==> src/rtl/irq_req_latch_if.sv <==
// Request/ack/eoi bundle between the interrupt source latch and its consumer.
// master drives requests and handshakes; slave is the latch itself.
interface irq_req_latch_if;
    logic [7:0] req_in;
    logic [7:0] mask;
    logic       ack;
    logic [2:0] ack_idx;
    logic       eoi;
    logic       ovf_clr;
    logic [7:0] d_out;
    logic       irq;
    logic       busy;
    logic [2:0] insvc_idx;
    logic [7:0] ovf;
    logic       ack_err;

    modport master (
        output req_in, mask, ack, ack_idx, eoi, ovf_clr,
        input  d_out, irq, busy, insvc_idx, ovf, ack_err
    );

    modport slave (
        input  req_in, mask, ack, ack_idx, eoi, ovf_clr,
        output d_out, irq, busy, insvc_idx, ovf, ack_err
    );
endinterface

==> src/rtl/irq_req_latch.sv <==
// Edge-latched 8-line interrupt pending register with ack/eoi service FSM.
// Latency: d_out one edge after a rising request, irq one edge later; no backpressure, ack is a single-cycle strobe.
module irq_req_latch (
    input  logic            clk,
    input  logic            rst,
    irq_req_latch_if.slave  bus
);
    typedef enum logic [1:0] {IDLE, REQ, SERVICE} state_t;

    state_t     state;
    logic [7:0] req_d;
    logic [7:0] pend;
    logic [7:0] ovf;
    logic       irq;
    logic       busy;
    logic       ack_err;
    logic [2:0] insvc_idx;

    logic [7:0] rise;
    logic [7:0] d_out;
    logic [7:0] clr_vec;
    logic [7:0] ovf_set;
    logic       ack_ok;

    assign rise    = bus.req_in & ~req_d;
    assign d_out   = pend & ~bus.mask;
    assign ack_ok  = (state == REQ) && bus.ack && d_out[bus.ack_idx];
    assign clr_vec = ack_ok ? (8'h01 << bus.ack_idx) : 8'h00;
    // A line accepted this cycle cannot overflow even if it rises again.
    assign ovf_set = rise & pend & ~clr_vec;

    always_ff @(posedge clk) begin
        if (rst) begin
            state     <= IDLE;
            req_d     <= 8'h00;
            pend      <= 8'h00;
            ovf       <= 8'h00;
            irq       <= 1'b0;
            busy      <= 1'b0;
            ack_err   <= 1'b0;
            insvc_idx <= 3'd0;
        end else begin
            req_d <= bus.req_in;
            // Set wins over the ack clear on the same line.
            pend  <= (pend & ~clr_vec) | rise;
            ovf   <= (bus.ovf_clr ? 8'h00 : ovf) | ovf_set;

            case (state)
                IDLE: begin
                    if (|d_out) begin
                        state <= REQ;
                        irq   <= 1'b1;
                    end
                end
                REQ: begin
                    if (bus.ack) begin
                        irq <= 1'b0;
                        if (ack_ok) begin
                            state     <= SERVICE;
                            busy      <= 1'b1;
                            insvc_idx <= bus.ack_idx;
                        end else begin
                            state   <= IDLE;
                            ack_err <= 1'b1;
                        end
                    end else if (d_out == 8'h00) begin
                        state <= IDLE;
                        irq   <= 1'b0;
                    end
                end
                SERVICE: begin
                    if (bus.eoi) begin
                        state <= IDLE;
                        busy  <= 1'b0;
                    end
                end
                default: begin
                    state <= IDLE;
                    irq   <= 1'b0;
                    busy  <= 1'b0;
                end
            endcase
        end
    end

    assign bus.d_out     = d_out;
    assign bus.irq       = irq;
    assign bus.busy      = busy;
    assign bus.insvc_idx = insvc_idx;
    assign bus.ovf       = ovf;
    assign bus.ack_err   = ack_err;
endmodule

==> src/flat_wrapper.sv <==
// flat-port wrapper written by rule: the top's interface ports become plain ports
module irq_req_latch_flat 
  (clk, rst, bus_req_in, bus_mask, bus_ack, bus_ack_idx, bus_eoi, bus_ovf_clr, bus_d_out, bus_irq, bus_busy, bus_insvc_idx, bus_ovf, bus_ack_err);
  irq_req_latch_if bus_i ();
  input  logic clk;
  input  logic rst;
  input wire logic [$bits(bus_i.req_in)-1:0] bus_req_in;
  input wire logic [$bits(bus_i.mask)-1:0] bus_mask;
  input wire logic [$bits(bus_i.ack)-1:0] bus_ack;
  input wire logic [$bits(bus_i.ack_idx)-1:0] bus_ack_idx;
  input wire logic [$bits(bus_i.eoi)-1:0] bus_eoi;
  input wire logic [$bits(bus_i.ovf_clr)-1:0] bus_ovf_clr;
  output wire logic [$bits(bus_i.d_out)-1:0] bus_d_out;
  output wire logic [$bits(bus_i.irq)-1:0] bus_irq;
  output wire logic [$bits(bus_i.busy)-1:0] bus_busy;
  output wire logic [$bits(bus_i.insvc_idx)-1:0] bus_insvc_idx;
  output wire logic [$bits(bus_i.ovf)-1:0] bus_ovf;
  output wire logic [$bits(bus_i.ack_err)-1:0] bus_ack_err;
  assign bus_i.req_in = bus_req_in;
  assign bus_i.mask = bus_mask;
  assign bus_i.ack = bus_ack;
  assign bus_i.ack_idx = bus_ack_idx;
  assign bus_i.eoi = bus_eoi;
  assign bus_i.ovf_clr = bus_ovf_clr;
  assign bus_d_out = bus_i.d_out;
  assign bus_irq = bus_i.irq;
  assign bus_busy = bus_i.busy;
  assign bus_insvc_idx = bus_i.insvc_idx;
  assign bus_ovf = bus_i.ovf;
  assign bus_ack_err = bus_i.ack_err;
  irq_req_latch u_core (.clk(clk), .rst(rst), .bus(bus_i));
endmodule
==> config.mk <==
export PLATFORM = sky130hd
export DESIGN_NAME = irq_req_latch_flat
export DESIGN_NICKNAME = d
export VERILOG_FILES = /design/src/rtl/irq_req_latch_if.sv /design/src/rtl/irq_req_latch.sv /design/src/flat_wrapper.sv
export SDC_FILE = /design/constraint.sdc
export NUM_CORES = 1
export LEC_CHECK = 0
export ABC_CLOCK_PERIOD_IN_PS = 2200
export BUFFER_PORTS_ARGS = -buffer_cell sky130_fd_sc_hd__buf_2
export CELL_PAD_IN_SITES_DETAIL_PLACEMENT = 1
export CELL_PAD_IN_SITES_GLOBAL_PLACEMENT = 1
export CORE_MARGIN = 5
export CORE_UTILIZATION = 39
export DETAILED_ROUTE_END_ITERATION = 8
export GPL_TIMING_DRIVEN = 1
export HOLD_SLACK_MARGIN = 0.03
export PLACE_DENSITY_LB_ADDON = 0.08
export SYNTH_ARGS = -nofsm -noshare
export SYNTH_HDL_FRONTEND = slang
export SYNTH_SLANG_ARGS = --single-unit
==> constraint.sdc <==
create_clock -name clk -period 2.2 [get_ports clk]
set_input_delay 0.22 -clock clk [delete_from_list [all_inputs] [get_ports clk]]
set_output_delay 0.22 -clock clk [all_outputs]
set_load 0.01 [all_outputs]
# Yosys cells after proc, flatten, opt, wreduce, memory -nomap -nowiden
# Index checks and enable logic that the tools add are counted.
classes:
  magnitude_cmp: 1
  n_eq_ne: 7
  n_shift: 1
  muxes: 18
  n_bitwise: 13
  n_reduce_logical: 10
op_table:
  columns: ["cell", "n"]
  rows:
  - ["bitwise AND 8 bit", 5]
  - ["NOT 8 bit", 3]
  - ["two-way mux 8 bit", 2]
  - ["bitwise OR 8 bit", 2]
  - ["AND reduction 3 bit", 4]
  - ["two-way mux 2 bit", 5]
  - ["logical NOT 8 bit", 1]
  - ["OR reduction 8 bit", 1]
  - ["<< shifter 1 x 3 -> 8 bit, first input constant", 1]
  - ["two-way mux 1 bit", 7]
  - ["one-hot mux 1 bit (3 select lines)", 2]
  - ["one-hot mux 2 bit (3 select lines)", 1]
  - ["less-than comparator 3 x 4 -> 1 bit, second input constant", 1]
  - ["!= test 2 x 1 -> 1 bit, second input constant", 2]
  - ["!= test 2 bit, second input constant", 2]
  - ["AND reduction 4 bit", 1]
  - ["binary-select mux 1 bit (select 3 bit)", 1]
  - ["!= test 3 bit, second input constant", 1]
  - ["NOT 1 bit", 3]
  - ["equality test 2 x 1 -> 1 bit, second input constant", 1]
  - ["equality test 2 bit, second input constant", 1]
  - ["logical AND 1 bit", 2]
  - ["logical NOT 2 bit", 1]
word_totals:
  ff_bits: 32
  in_bits: 24
  output_inout_bits: 22
  elab_cells: 58

# Depth between registers and ports, before layout
# Gate-level depths: netlist of the first run.
logic_depth:
  depth_word: 9
  ltp_mapped: 6
  ltp_nobuf: 6

# Worst setup path after synthesis of the first run
# OpenSTA, ideal clock, no wires.
synth_timing:
  kind: "reg2reg"
  from: "register u_core.state[0]"
  to: "register u_core.ovf[0], in the netlist u_core.bus.ovf[0]"
  setup_ps: 128
  arrival_ps: 1251
  required_time_ps: 2072
  slack_ps: 821
  stages_incl_launch_ff: 6
  path_buffers: 0
  synth_period_minus_slack_ps: 1379
  path_cell_list: "dfxtp_1 -> nand2_2 -> or3_4 -> o31ai_2 -> o22ai_1 -> nor2b_1"
synth_via:
  elab_chain_cells: 7
synth_lines:
  columns: ["element", "line_no", "text"]
  rows:
  - ["from (decl)", "irq_req_latch.sv:10", "state_t state;"]
  - ["from (signal assigned)", "irq_req_latch.sv:34", "state <= IDLE;"]
  - ["from (signal assigned)", "irq_req_latch.sv:51", "state <= REQ;"]
  - ["from (signal assigned)", "irq_req_latch.sv:59", "state <= SERVICE;"]
  - ["equality test 2 x 1 -> 1 bit", "irq_req_latch.sv:27", "assign ack_ok = (state == REQ) && bus.ack && d_out[bus.ack_idx];"]
  - ["logical AND 1 bit (2 in a row)", "irq_req_latch.sv:27", null]
  - ["two-way mux 8 bit", "irq_req_latch.sv:28", "assign clr_vec = ack_ok ? (8'h01 << bus.ack_idx) : 8'h00;"]
  - ["NOT 8 bit", "irq_req_latch.sv:30", "assign ovf_set = rise & pend & ~clr_vec;"]
  - ["bitwise AND 8 bit", "irq_req_latch.sv:30", null]
  - ["bitwise OR 8 bit", "irq_req_latch.sv:46", "ovf <= (bus.ovf_clr ? 8'h00 : ovf) | ovf_set;"]
  - ["to (signal assigned)", "irq_req_latch.sv:46", null]
  - ["to (decl)", "irq_req_latch.sv:13", "logic [7:0] ovf;"]
# No other way between the ends.
# A chain may end at the register's enable or synchronous reset.

# Final worst setup path of the first run
layout_timing:
  from: "register u_core.state[0]"
  to: "register u_core.ovf[2], in the netlist u_core.bus.ovf[2]"
# Same word-level chain as after synthesis.

==> results of run 1 <==
==> cell usage in the layout, fill, tap and decap left out, drive strengths merged <==
cell type and instances:
a211o 1, a21oi 12, o21a 1, inv 7, o2bb2ai 2, nor2b 16
nor2 2, mux2 1, nor3b 1, o31ai 8, o22ai 5, and2b 4
dfxtp 32, or3b 4, nand2b 14, o21ai 7, mux2i 4, nand2 6
buf 45, or3 1, or2b 1, clkbuf 8, a31o 1, nor4b 1
o32ai 1, or2 1, o211ai 1, nor4 2
==> metal layers <==
layer,vias up,global-route usage
met5,-,0
met4,0,0.06508
met3,4,0.04493
met2,32,0.2468
met1,560,0.1817
li1,588,-
==> power breakdown <==
group	total, mW	switching (mW)	internal (mW)
Combinational	0.170	0.0917	0.0781
Sequential	0.632	0.0185	0.614
Clock	0.351	0.194	0.158
Total	1.15	0.304	0.850
==> worst max-delay path: stages (launching register included) <==
cell     delay (ps)
dfxtp_1         430
nand2_2          90
or3_4           390
o31ai_2         250
o22ai_1         120
nor2b_1         140
==> cell families after synthesis <==
logic type	after synthesis	share of synthesized area
muxes	5	0.03731
DFF	32	0.4659
buffers and inverters	12	0.03822
AOI/OAI and AO/OA	39	0.2066
and+or+nand+nor	53	0.2521
==> final timing paths <==
| kind | end | slack, ps | depth (start not counted) |
|---|---|---|---|
| max reg2reg | u_core.bus.ovf[2] | 660 | 5 |
| max | u_core.bus.ovf[2] | 660 | 5 |
| min reg2reg | u_core.bus.ack_err | 460 | 2 |
| min | u_core.req_d[2] | 120 | 2 |
==> state kept, by name, summed over array words and instances (netlist names) <==
register,cells
u_core.bus.irq,1
u_core.bus.ovf,8
u_core.bus.insvc_idx,3
u_core.pend,8
u_core.state,2
u_core.bus.busy,1
u_core.req_d,8
u_core.bus.ack_err,1
==> metrics by stage <==
step | utilization | area (um2) | hold WS [ps] | setup WS (ps) | total power [mW]
after floorplan | - | 1375 | 314.6 | 821.4 | 0.7467
after detailed placement | 0.4851 | 1632 | 442.9 | 664.8 | 0.8177
after global routing | 0.5026 | 1690 | 102.7 | 524.4 | 1.211
final | 0.5026 | 1690 | 117.8 | 658.8 | 1.153
after global placement | 0.4851 | 1632 | 429.7 | 712.4 | 0.8116
after CTS | 0.5026 | 1690 | 99.86 | 648.7 | 1.173
==> cell type report <==
| type | instances | area (um2) | area share |
|---|---|---|---|
| Clock buffer | 8 | 58.81 | 0.03479 |
| Multi-Input combinational cell | 97 | 681.9 | 0.4034 |
| Inverter | 7 | 26.28 | 0.01554 |
| Tap cell | 46 | 57.56 | 0.03405 |
| Sequential cell | 32 | 640.6 | 0.3790 |
| Timing Repair Buffer | 45 | 225.2 | 0.1332 |
==> impl_metrics.json, run 1 <==
{
  "power.density_nw_per_um2": 682.4,
  "synthFlopType": "dfxtp_1",
  "rsz0062_at_grt": "false",
  "path_class": "reg2reg",
  "grt_max_degree": 40,
  "wl_per_cell_um": 14.62,
  "fin_crit_sh": 0.7006,
  "fin_setup_tns_ps": 0,
  "drive_gt1_frac": 0.3545,
  "setup_viol": 0,
  "yosys-top-cells-count": "dfxtp_1 (32), nor2b_1 (16), nand2b_1 (13)",
  "cts_buffer_depth": 2,
  "synth_nets": 165,
  "vias": 1184,
  "grt_overflow_total": 0,
  "num_rows": 21,
  "crit_arrival_ps": 1740,
  "drc": 0,
  "hold_path.class": "in2reg",
  "detail_route.iter0.violations": 29,
  "portBuffers": 45,
  "pin_count": 46,
  "netlist_area_um2": 1375,
  "die_h_um": 69.38,
  "dieWidth_um": 69.38,
  "root_buffer": "clkbuf_4",
  "fmax_ghz": 0.6488,
  "synth-seq-cells": 32,
  "synthTopCellsByArea": "dfxtp_1 (47%), nor2b_1 (7.3%), nand2b_1 (5.9%)",
  "routed_wl_mm": 3.436,
  "path_max_fanout": 6,
  "routed.top_layer": "met4",
  "async_flop_share": 0,
  "yosys_warnings": 0,
  "dp.final_hpwl_mm": 2.631,
  "finalHoldViolCount": 0,
  "drtAntennaViolNets": 0,
  "grt_pass1_wl_mm": 5.858,
  "cts-resized-gates": 0,
  "nets": 212,
  "slew_headroom": 0.5638,
  "core-area_um2": 3363,
  "reg2reg_from": "u_core.state[0]",
  "hp-start": "bus_req_in[2]",
  "htree_levels": 2,
  "yosysTopAreaCell": "dfxtp_1",
  "critical_path_required_ps": 2400,
  "clkSlewWorstSetupHoldPaths_ps": 100,
  "cts_buffers": 5,
  "cts_setup_buffers": 0,
  "period_needed_ps": 1541,
  "grt_pass1_vias": 1250,
  "synth_cells": 141,
  "peakVddDrop_uv": 448.2,
  "place.gp.congestion": 0.6990,
  "cts_tree": "built",
  "yosysSeqAreaShare": 0.4659,
  "start_util": 0.4089,
  "gr-usage-all-layers": 0.1506,
  "instances_no_fill": 235,
  "slew_violations": 0,
  "nFillCells": 427,
  "drt_pass1_iterations": 4,
  "synthToLayoutAreaGrowth_pct": 22.93,
  "antenna_cells": 0,
  "viasPerCell": 5.038,
  "wl_met3_um": 184,
  "dp.cells": 227,
  "yosys.area.top_type_share": 0.4659,
  "post-synth-top-count-cell": "dfxtp_1",
  "hold_buffers": 0,
  "synth_edf_count": 0,
  "antenna_found_initial": 0,
  "synth.avg_cell_area_um2": 9.752,
  "p_leak_nw": 0.7443,
  "synth_cell_types": 33,
  "end_kind": "flip-flop",
  "clock_skew_ps": 5.326,
  "crit_path_start_kind": "flip-flop",
  "status": "finished, final reports clean",
  "dr_wl_met2_mm": 1.661,
  "clock_sinks": 32,
  "max_cap_violations": 0,
  "die_area_um2": 4814,
  "m1WireLength_mm": 1.534,
  "setup.worst_path.start": "u_core.state[0]",
  "clk_latency_ps": 320,
  "tightest_slew_ps": 654.4
}
No activity file was read; power rests on OpenSTA's default activity.
==> inputs of run 2 (changes only) <==
--- a/config.mk
+++ b/config.mk
@@ -5,12 +5,13 @@
 export SDC_FILE = /design/constraint.sdc
 export NUM_CORES = 1
 export LEC_CHECK = 0
-export ABC_CLOCK_PERIOD_IN_PS = 2200
+export ABC_AREA = 1
+export ABC_CLOCK_PERIOD_IN_PS = 1400
 export BUFFER_PORTS_ARGS = -buffer_cell sky130_fd_sc_hd__buf_2
 export CELL_PAD_IN_SITES_DETAIL_PLACEMENT = 1
 export CELL_PAD_IN_SITES_GLOBAL_PLACEMENT = 1
 export CORE_MARGIN = 5
-export CORE_UTILIZATION = 39
+export CORE_UTILIZATION = 30
 export DETAILED_ROUTE_END_ITERATION = 8
 export GPL_TIMING_DRIVEN = 1
 export HOLD_SLACK_MARGIN = 0.03
==> constraint.sdc (replaced) <==
create_clock -name clk -period 1.4 [get_ports clk]
set_input_delay 0.14 -clock clk [delete_from_list [all_inputs] [get_ports clk]]
set_output_delay 0.14 -clock clk [all_outputs]
set_load 0.01 [all_outputs]
==> impl_metrics.json, run 2 <==
{
  "status": "finished, final reports clean",
  "tightest_slew_ps": 316.9,
  "core-area_um2": 4692,
  "routed_wl_mm": 3.805,
  "synth_compound_area_frac": 0.08406,
  "post-synth-top-count-cell": "nand2_1",
  "synth_nets": 244,
  "cts_tree": "built",
  "setup_viol": 0,
  "path_class": "reg2reg",
  "hold_buffers": 0,
  "pin_count": 46,
  "drive_gt1_frac": 0.2784,
  "dp.cells": 319,
  "async_flop_share": 0,
  "die_area_um2": 6300,
  "slew_violations": 0,
  "synth_top_family_by_area": "simple AND/OR/NAND/NOR gates",
  "switching_share": 0.2749,
  "cts_setup_buffers": 0,
  "slowest_stage": "dfxtp_1",
  "synthTopCellsByArea": "dfxtp_1 (44%), nand2_1 (13%), inv_1 (11%)",
  "yosys_warnings": 0,
  "netlist_area_um2": 1444,
  "top_regs": "u_core.bus.ovf: 8 flops, u_core.pend: 8 flops, u_core.req_d: 8 flops",
  "detail_route.iter0.violations": 23,
  "cts-resized-gates": 0,
  "synth.avg_cell_area_um2": 6.563,
  "cts_buffers": 5,
  "instances_no_fill": 327,
  "clkSlewWorstSetupHoldPaths_ps": 70,
  "end_kind": "flip-flop",
  "clock_skew_ps": 5.884,
  "grt_pass1_vias": 1400,
  "die_h_um": 79.38,
  "critical_path_required_ps": 1620,
  "finalHoldViolCount": 0,
  "synthAdderAreaFrac": 0,
  "hold_path.class": "in2reg",
  "clock_sinks": 32,
  "peakVddDrop_uv": 501.1,
  "mostFrequentLayoutCell": "nand2_1",
  "cpMostUsedCell": "nand2_1",
  "yosys.area.top_type_share": 0.4437,
  "synth_cells": 220,
  "antenna_found_initial": 0,
  "rsz0062_at_grt": "true",
  "drtAntennaViolNets": 0,
  "internal-power_mw": 1.509,
  "clk_latency_ps": 280,
  "total_power_mw": 2.081,
  "fin_crit_sh": 0.9183,
  "dp.final_hpwl_mm": 3.095,
  "critPathMaxStageDelay_ps": 360,
  "period_needed_ps": 1286,
  "synth-xor-area-share": 0,
  "comb_power_share": 0.170,
  "place.gp.congestion": 0.7425,
  "slew_headroom": 0.7885,
  "root_buffer": "clkbuf_8",
  "portBuffers": 45,
  "num_rows": 25,
  "drc": 0,
  "nets": 296,
  "yosys-top-cells-count": "nand2_1 (49), inv_1 (42), nor2_1 (39)",
  "seq_power_share": 0.480,
  "p_clk_frac": 0.350,
  "ff2ff_setup_slack_ps": 110,
  "htree_levels": 2,
  "synth-seq-cells": 32,
  "synthFlopType": "dfxtp_1",
  "max_cap_violations": 0,
  "grt_max_degree": 17,
  "wl_per_cell_um": 11.64,
  "crit_arrival_ps": 1510,
  "antenna_cells": 0,
  "p_switching_mw": 0.5721,
  "synth_cell_types": 17,
  "power.density_nw_per_um2": 1116,
  "drt_pass1_iterations": 2,
  "most-common-layout-cells": "nand2_1 (46), buf_2 (45), inv_1 (41)",
  "synth-simple-area-share": 0.3527,
  "synth_edf_count": 0,
  "path_max_fanout": 8,
  "crit_path_start_kind": "flip-flop",
  "synthToLayoutAreaGrowth_pct": 29.12,
  "gr-usage-all-layers": 0.1321,
  "viasPerCell": 4.391,
  "yosysSeqAreaShare": 0.4437,
  "start_util": 0.3077,
  "p_leak_nw": 1.031,
  "cts_buffer_depth": 2,
  "vias": 1436,
  "grt_pass1_wl_mm": 6.499,
  "fmax_ghz": 0.7778,
  "dieWidth_um": 79.38,
  "yosysTopAreaCell": "dfxtp_1",
  "grt_overflow_total": 0,
  "nFillCells": 641,
  "worstPathCellList": "nand2_2, nand2_1, nand2_1, nor2_1, nand2_2, nand2_4, nand2_4, nand2_1, nand2_1, a21oi_2",
  "synthMuxAreaShare": 0
}
[run 2: cell count changes in the layout (fill, tap and decap cells not counted), moves of 5 or more]
cell | before | now
nand2_1 | 5 | 46
nor2_1 | 2 | 39
inv_1 | 7 | 41
nor2b_1 | 16 | 0
nand3_1 | 0 | 14
nand2b_1 | 13 | 0
a21oi_1 | 12 | 18
or2_2 | 0 | 6
clkbuf_4 | 5 | 0
clkbuf_8 | 1 | 6
o22ai_1 | 5 | 0
[run 2: power groups by stage]
stage               sequential (mW)  combinational, mW  clock [mW]
global placement               1.02              0.351           0
detailed placement             1.02              0.353           0
global route                   1.01              0.403       0.801
finish                         1.00              0.354       0.728
floorplan                      1.03              0.208           0
CTS                           0.998              0.355       0.757
[run 2: cells by family (layout without fill, tap and decap cells)]
logic type      Yosys count  count (layout)
compound gates           23              23
simple gates            119             119
flops                    32              32
buf+inv                  46              99
[run 2: final timing paths]
kind	start	to	cells after the start
max reg2reg	u_core.pend[7]	u_core.bus.busy	10
max	u_core.pend[7]	u_core.bus.busy	10
min	bus_req_in[1]	u_core.req_d[1]	3
min reg2reg	u_core.bus.busy	u_core.bus.busy	2
[run 2: metrics by stage]
stage                     hold slack, ps  TNS [ps]  setup WS (ps)  utilization  area, um2
after detailed placement           358.4         0          51.48       0.3725       1748
after global placement             348.4         0          26.24       0.3725       1748
final                              67.47         0          114.4       0.3973       1864
after CTS                          62.47         0          44.85       0.3917       1838
after floorplan                    260.5         0          171.0            -       1444
after global routing               75.04    -9.294         -5.865       0.3973       1864
[run 2: worst max-delay path, delay by kind of cell, from the launching register on]
family,cells,cell delay [ps]
AND/OR/NAND/NOR,9,730
flip-flops,1,360
AO/OA/AOI/OAI,1,110
[run 2: area by class of cell]
cell class / instances / area (um2) / share of cell area
timing repair buffer: 48 / 247.7 / 0.1329
clock buffer: 8 / 90.09 / 0.04832
inverter: 43 / 161.4 / 0.08658
sequential: 32 / 644.4 / 0.3456
multi-input combinational: 142 / 653.1 / 0.3503
tap: 54 / 67.56 / 0.03624
[run 2: routing by layer]
metal	up-vias	global-route usage	wire, um
li1	767	-	-
met1	638	0.1698	1840
met2	25	0.2096	1762
met3	6	0.04289	151
met4	0	0.04124	51
met5	-	0	0
